[src/rtl/dep_mult_scheduler_pkg.sv]
// dep_mult_scheduler_pkg
//   Shared definitions for the DOM multiplier scheduler:
//   - state_e     : scheduler FSM states (warm-up, running)
//   - LFSR_TAPS   : feedback mask of the 16-bit randomness LFSR
//   - SHARE_W     : bits per share (GF(2^2) element)
//   - NSHARE      : shares per operand
//   - OP_W        : packed operand width {z, y, x}
//   - dbg_t       : debug view of the scheduler (FSM state and LFSR contents)
package dep_mult_scheduler_pkg;

  localparam int SHARE_W = 2;
  localparam int NSHARE  = 3;
  localparam int OP_W    = SHARE_W * NSHARE;

  // x^16 + x^14 + x^13 + x^11 + 1 in right-shifting Fibonacci form:
  // feedback is the XOR of bits 0, 2, 3 and 5, shifted in at bit 15.
  localparam logic [15:0] LFSR_TAPS = 16'h002D;

  typedef enum logic [0:0] {
    ST_INIT = 1'b0,
    ST_RUN  = 1'b1
  } state_e;

  typedef struct packed {
    state_e      state;
    logic [15:0] lfsr;
  } dbg_t;

endpackage

[src/rtl/dom_lfsr16.sv]
// dom_lfsr16
//   16-bit Fibonacci LFSR supplying fresh randomness to the multiplier.
//   Ports:
//     clk  - clock, rising edge
//     rst  - asynchronous active-high reset, loads seed
//     en   - advance one step this cycle
//     seed - reset value (must be nonzero)
//     q    - current LFSR state
module dom_lfsr16
  import dep_mult_scheduler_pkg::*;
(
  input  logic        clk,
  input  logic        rst,
  input  logic        en,
  input  logic [15:0] seed,
  output logic [15:0] q
);

  logic [15:0] q_q;
  logic [15:0] q_d;

  always_comb begin
    q_d = q_q;
    if (en) begin
      q_d = {^(q_q & LFSR_TAPS), q_q[15:1]};
    end
  end

  always_ff @(posedge clk or posedge rst) begin
    if (rst) begin
      q_q <= seed;
    end else begin
      q_q <= q_d;
    end
  end

  assign q = q_q;

endmodule

[src/rtl/dep_mult_scheduler.sv]
// dep_mult_scheduler
//   Shares one pipelined DOM multiplier (GF(2^2), 3 shares) between two
//   requesters. After reset the LFSR is warmed up for WARMUP cycles, then
//   requests are granted round-robin, one per cycle. Each grant is tagged
//   and its result is returned LAT cycles later on the requester's rsp pulse.
//   Ports:
//     clk, rst                 - clock, asynchronous active-high reset
//     reqN_valid/a/b/ready     - operand request channel of requester N
//     m_a, m_b, m_z            - operands and fresh randomness to the multiplier
//     m_aq, m_bq               - multiplier result shares
//     rspN_valid               - one-cycle result pulse to requester N
//     rsp_aq, rsp_bq           - result shares (zero when no pulse)
//     busy                     - an issued operation still awaits its response
//     dbg                      - FSM state and LFSR contents
//
// Handshake: an operand transfers in the cycle where reqN_valid and
// reqN_ready are both high. ready is a combinational function of both valids
// and the priority pointer; a requester keeps valid and operands stable until
// it sees ready. Responses have no ready: a requester must take the pulse.
module dep_mult_scheduler
  import dep_mult_scheduler_pkg::*;
#(
  parameter int          LAT    = 1,
  parameter logic [15:0] SEED   = 16'hACE1,
  parameter int          WARMUP = 16
) (
  input  logic               clk,
  input  logic               rst,
  input  logic               req0_valid,
  input  logic [OP_W-1:0]    req0_a,
  input  logic [OP_W-1:0]    req0_b,
  output logic               req0_ready,
  input  logic               req1_valid,
  input  logic [OP_W-1:0]    req1_a,
  input  logic [OP_W-1:0]    req1_b,
  output logic               req1_ready,
  output logic [OP_W-1:0]    m_a,
  output logic [OP_W-1:0]    m_b,
  output logic [SHARE_W-1:0] m_z,
  input  logic [SHARE_W-1:0] m_aq,
  input  logic [SHARE_W-1:0] m_bq,
  output logic               rsp0_valid,
  output logic               rsp1_valid,
  output logic [SHARE_W-1:0] rsp_aq,
  output logic [SHARE_W-1:0] rsp_bq,
  output logic               busy,
  output dbg_t               dbg
);

  localparam logic [15:0] WARM_LAST = (WARMUP > 0) ? 16'(WARMUP - 1) : 16'd0;

  state_e      state_q, state_d;
  logic [15:0] warm_cnt_q, warm_cnt_d;
  logic        ptr_q, ptr_d;
  logic [LAT-1:0] tag_valid_q, tag_valid_d;
  logic [LAT-1:0] tag_id_q, tag_id_d;
  logic        gnt0;
  logic        gnt1;
  logic        lfsr_en;
  logic [15:0] lfsr_q;

  dom_lfsr16 u_lfsr (
    .clk  (clk),
    .rst  (rst),
    .en   (lfsr_en),
    .seed (SEED),
    .q    (lfsr_q)
  );

  // Next state, grants and multiplier operands. Operands are forced to zero
  // whenever nothing is granted so the shares never toggle without reason.
  always_comb begin
    state_d    = state_q;
    warm_cnt_d = warm_cnt_q;
    ptr_d      = ptr_q;
    gnt0       = 1'b0;
    gnt1       = 1'b0;
    lfsr_en    = 1'b0;
    m_a        = '0;
    m_b        = '0;
    case (state_q)
      ST_INIT: begin
        lfsr_en    = 1'b1;
        warm_cnt_d = warm_cnt_q + 16'd1;
        if (warm_cnt_q == WARM_LAST) begin
          state_d = ST_RUN;
        end
      end
      ST_RUN: begin
        // ptr_q names the preferred side when both requesters are valid.
        gnt0 = req0_valid & (~ptr_q | ~req1_valid);
        gnt1 = req1_valid & ~gnt0;
        if (gnt0) begin
          m_a = req0_a;
          m_b = req0_b;
        end else if (gnt1) begin
          m_a = req1_a;
          m_b = req1_b;
        end
        // Each issued operation consumes one Z; the pointer moves to the
        // side that was not just served.
        if (gnt0 | gnt1) begin
          lfsr_en = 1'b1;
          ptr_d   = gnt0;
        end
      end
      default: state_d = ST_INIT;
    endcase
  end

  // Tag pipeline: stage k holds the grant issued k+1 cycles ago, so the last
  // stage lines up with the multiplier output LAT cycles after the grant.
  always_comb begin
    tag_valid_d    = '0;
    tag_id_d       = '0;
    tag_valid_d[0] = gnt0 | gnt1;
    tag_id_d[0]    = gnt1;
    for (int k = 1; k < LAT; k++) begin
      tag_valid_d[k] = tag_valid_q[k-1];
      tag_id_d[k]    = tag_id_q[k-1];
    end
  end

  always_ff @(posedge clk or posedge rst) begin
    if (rst) begin
      state_q     <= ST_INIT;
      warm_cnt_q  <= '0;
      ptr_q       <= 1'b0;
      tag_valid_q <= '0;
      tag_id_q    <= '0;
    end else begin
      state_q     <= state_d;
      warm_cnt_q  <= warm_cnt_d;
      ptr_q       <= ptr_d;
      tag_valid_q <= tag_valid_d;
      tag_id_q    <= tag_id_d;
    end
  end

  assign req0_ready = gnt0;
  assign req1_ready = gnt1;
  assign m_z        = lfsr_q[SHARE_W-1:0];
  assign rsp0_valid = tag_valid_q[LAT-1] & ~tag_id_q[LAT-1];
  assign rsp1_valid = tag_valid_q[LAT-1] & tag_id_q[LAT-1];
  assign rsp_aq     = tag_valid_q[LAT-1] ? m_aq : '0;
  assign rsp_bq     = tag_valid_q[LAT-1] ? m_bq : '0;
  assign busy       = |tag_valid_q;
  assign dbg        = '{state: state_q, lfsr: lfsr_q};

endmodule

[config.mk]
export PLATFORM = sky130hd
export DESIGN_NAME = dep_mult_scheduler
export DESIGN_NICKNAME = d
export VERILOG_FILES = /design/src/rtl/dep_mult_scheduler_pkg.sv /design/src/rtl/dom_lfsr16.sv /design/src/rtl/dep_mult_scheduler.sv
export SDC_FILE = /design/constraint.sdc
export NUM_CORES = 1
export LEC_CHECK = 0
export ABC_AREA = 1
export BUFFER_PORTS_ARGS = -buffer_cell sky130_fd_sc_hd__buf_2
export CAP_MARGIN = 15
export CORE_MARGIN = 2
export CORE_UTILIZATION = 40
export CTS_CLUSTER_SIZE = 28
export DETAILED_ROUTE_END_ITERATION = 8
export PLACE_DENSITY_LB_ADDON = 0.08
export REMOVE_ABC_BUFFERS = 1
export SYNTH_ARGS = -nofsm -noshare
export SYNTH_HDL_FRONTEND = slang
export SYNTH_SLANG_ARGS = --single-unit
export TNS_END_PERCENT = 1
[constraint.sdc]
create_clock -name clk -period 1.9 [get_ports clk]
set_input_delay 0.38 -clock clk [delete_from_list [all_inputs] [get_ports clk]]
set_output_delay 0.38 -clock clk [all_outputs]
set_load 0.05 [all_outputs]
==> reports/metrics.yaml <==
die:
  die_w_um: 72.2
  fp.dieH_um: 72.2
  boundaryPins: 72
  rows: 24
  dieArea_um2: 5210
  start_util: 0.421
  core_um2: 4410
job:
  drv_cap: 0
setup_path:
  crit_type: "register to primary output"
  crit_family: "buffers and inverters"
  required_ps: 1520
  slowest_delay_ps: 390
  crit_chain: "a21oi_2, nand2_1, inv_1, buf_12, nand2_1, nand2_1, buf_4"
  path_buf_inv: 3
  crit_top_cell: "nand2_1"
  crit_arrival_ps: 1430
  cp-start-kind: "register"
  worstPathMaxFanout: 13
  crit_slowest_cell: "dfrtp_1"
  end_kind: "primary output"
detailed_routing:
  first_pass_iters: 4
  vias_per_cell: 4.50
  vias: 1655
  drt-initial-drc-count: 54
  ant_nets: 0
  post_drt_wl_per_cell_um: 10.5
  drc: 0
  routed_wl_um: 3850
pwr:
  vdd_drop_max_mv: 0.469
  p_total_uw: 2560
  total_leakage_power_uw: 0.00137
  power_density_nw_per_um2: 1050
grt:
  grt_max_degree: 37
  grt_usage: 0.157
  grt_pass1_wl_um: 6450
  antenna_found_initial: 0
  overflow: 0
  grt_pass1_vias: 1494
clocking:
  clk_pin_slew_ps: 70
  cts_tree: "built"
  clk-insertion-delay-late_ps: 280
  cts_max_path_buffers: 2
  cts_root_buffer: "clkbuf_8"
  numCtsBuffers: 5
  cts-htree-levels: 2
  cts-hold-fix-buffers: 0
  cts_sinks: 36
synth:
  yosys.cell_types.count: 23
  synthDominantCellAreaShare: 0.377
  synth-seq-area-share: 0.490
  syn_inst: 241
  postSynthAreaPerCell_um2: 7.71
  ys_warn_count: 0
  ys_seq_elements: 36
  netlist_area_um2: 1860
  synth_top_area_cell: "dfrtp_1"
  synth_area_leaders: "dfrtp_1 (38%), nand2_1 (16%), dfstp_2 (11%)"
place:
  place_inst: 360
  dpl-instance-area_um2: 2270
  routabilityCongestion: 0.795
  dp_hpwl_um: 2890
  portBuffers: 71
sta:
  slew_headroom: 0.705
  fmax_mhz: 553
  post-route-period-util: 0.951
  worst_slew_pin_slew_ps: 442
  hold_viol: 0
  rsz0062_at_grt: "no"
  fin_worst_skew_ps: 1.89
  setup_viol: 0
  min_period_ps: 1810
  finalMaxSlewViolations: 0
final_layout:
  nNetsFinal: 348
  fillers: 427
  area_growth_pct: 31.2
  final_cell_mix: "nand2_1 (79), buf_2 (59), inv_1 (42)"
  antenna_cells: 0
  final_area_um2: 2440
  drive_gt1_frac: 0.323
  fin_cells: 368
  mostFrequentLayoutCell: "nand2_1"
run_status:
  status: "complete, no violations"
worst_hold_path:
  hold_path_class: "primary input to asynchronous set/reset pin"
cells in the mapped netlist:
cell type / number
nor4_1: 1
nor2_1: 18
ha_1: 1
nor3_2: 1
dfrtp_1: 28
dfstp_2: 8
nand3_2: 1
o21a_1: 1
nor2_4: 1
o21ai_0: 9
a21oi_1: 10
nor2_2: 3
inv_2: 1
xnor2_1: 1
nor3_1: 2
inv_1: 43
nand3_1: 7
nand4_1: 8
buf_4: 3
xor2_1: 9
nand2_1: 79
nand3_4: 1
buf_2: 5
report_power, final:
group	internal, uW	switching [uW]	leakage (uW)
clock	388	274	0.0000541
sequential	903	68.0	0.000439
combinational	224	708	0.000876
total	1520	1050	0.00137
worst register-to-register path, stage by stage, from the launching register on:
cell	delay, ps
dfrtp_1	410
buf_4	170
inv_2	110
nand3_4	100
nor2_2	240
nand2_1	100
xor2_1	140
sequential cells by signal, indices dropped and copies added, names as in the netlist:
register    count
busy            1
state_q         1
u_lfsr.q       16
tag_id_q        1
warm_cnt_q     16
ptr_q           1
metal layers:
metal,part of all wire,global-route usage,up-vias
li1,-,-,875
met1,0.44,0.203,742
met2,0.51,0.256,34
met3,0.046,0.0375,4
met4,0.0081,0.0566,0
met5,0,0,-
final cells by class:
cell class / count / area [um2] / area share
Clock buffer: 5 / 68.8 / 0.0282
Clock inverter: 3 / 42.5 / 0.0174
Inverter: 44 / 168 / 0.0688
Multi-Input combinational cell: 153 / 744 / 0.305
Sequential cell: 36 / 911 / 0.374
Tap cell: 52 / 65.1 / 0.0267
Timing Repair Buffer: 75 / 439 / 0.180
kinds of logic after synthesis:
| kind of cell | synth area share |
|---|---|
| buf+inv | 0.114 |
| compound gates | 0.0552 |
| fa+ha+maj | 0.00673 |
| xor+xnor | 0.0471 |
| simple gates | 0.287 |
| flops | 0.490 |
path summary, 6_finish.rpt:
kind,slack [ps],startpoint,endpoint,depth (start not counted)
worst max-delay path,90,ptr_q,m_b[5],7
worst min-delay path,180,rst,u_lfsr.q[14],3
worst max register to register,510,state_q,warm_cnt_q[10],6
worst min register to register,470,warm_cnt_q[15],warm_cnt_q[15],2
max in group asynchronous,1380,rst,u_lfsr.q[5],3
min in group clk,410,req1_valid,busy,3
through the flow:
stage          hold slack (ps)  setup TNS, ps   util  setup slack (ps)
2_1_floorplan              442          -4270      -              -356
3_3_place_gp               464              0  0.515              64.6
3_5_place_dp               464              0  0.515              44.1
4_1_cts                    194              0  0.542              3.90
5_1_grt                    217              0  0.552              2.30
6_report                   180              0  0.552              93.0
timing repair:
action                                  4_1_cts  5_1_grt
endpoints found under the setup margin       13       12
resized for setup                             4       24
hold endpoints to repair                      0        0
setup buffers                                 0        0
(Power assumes the default switching activity.)
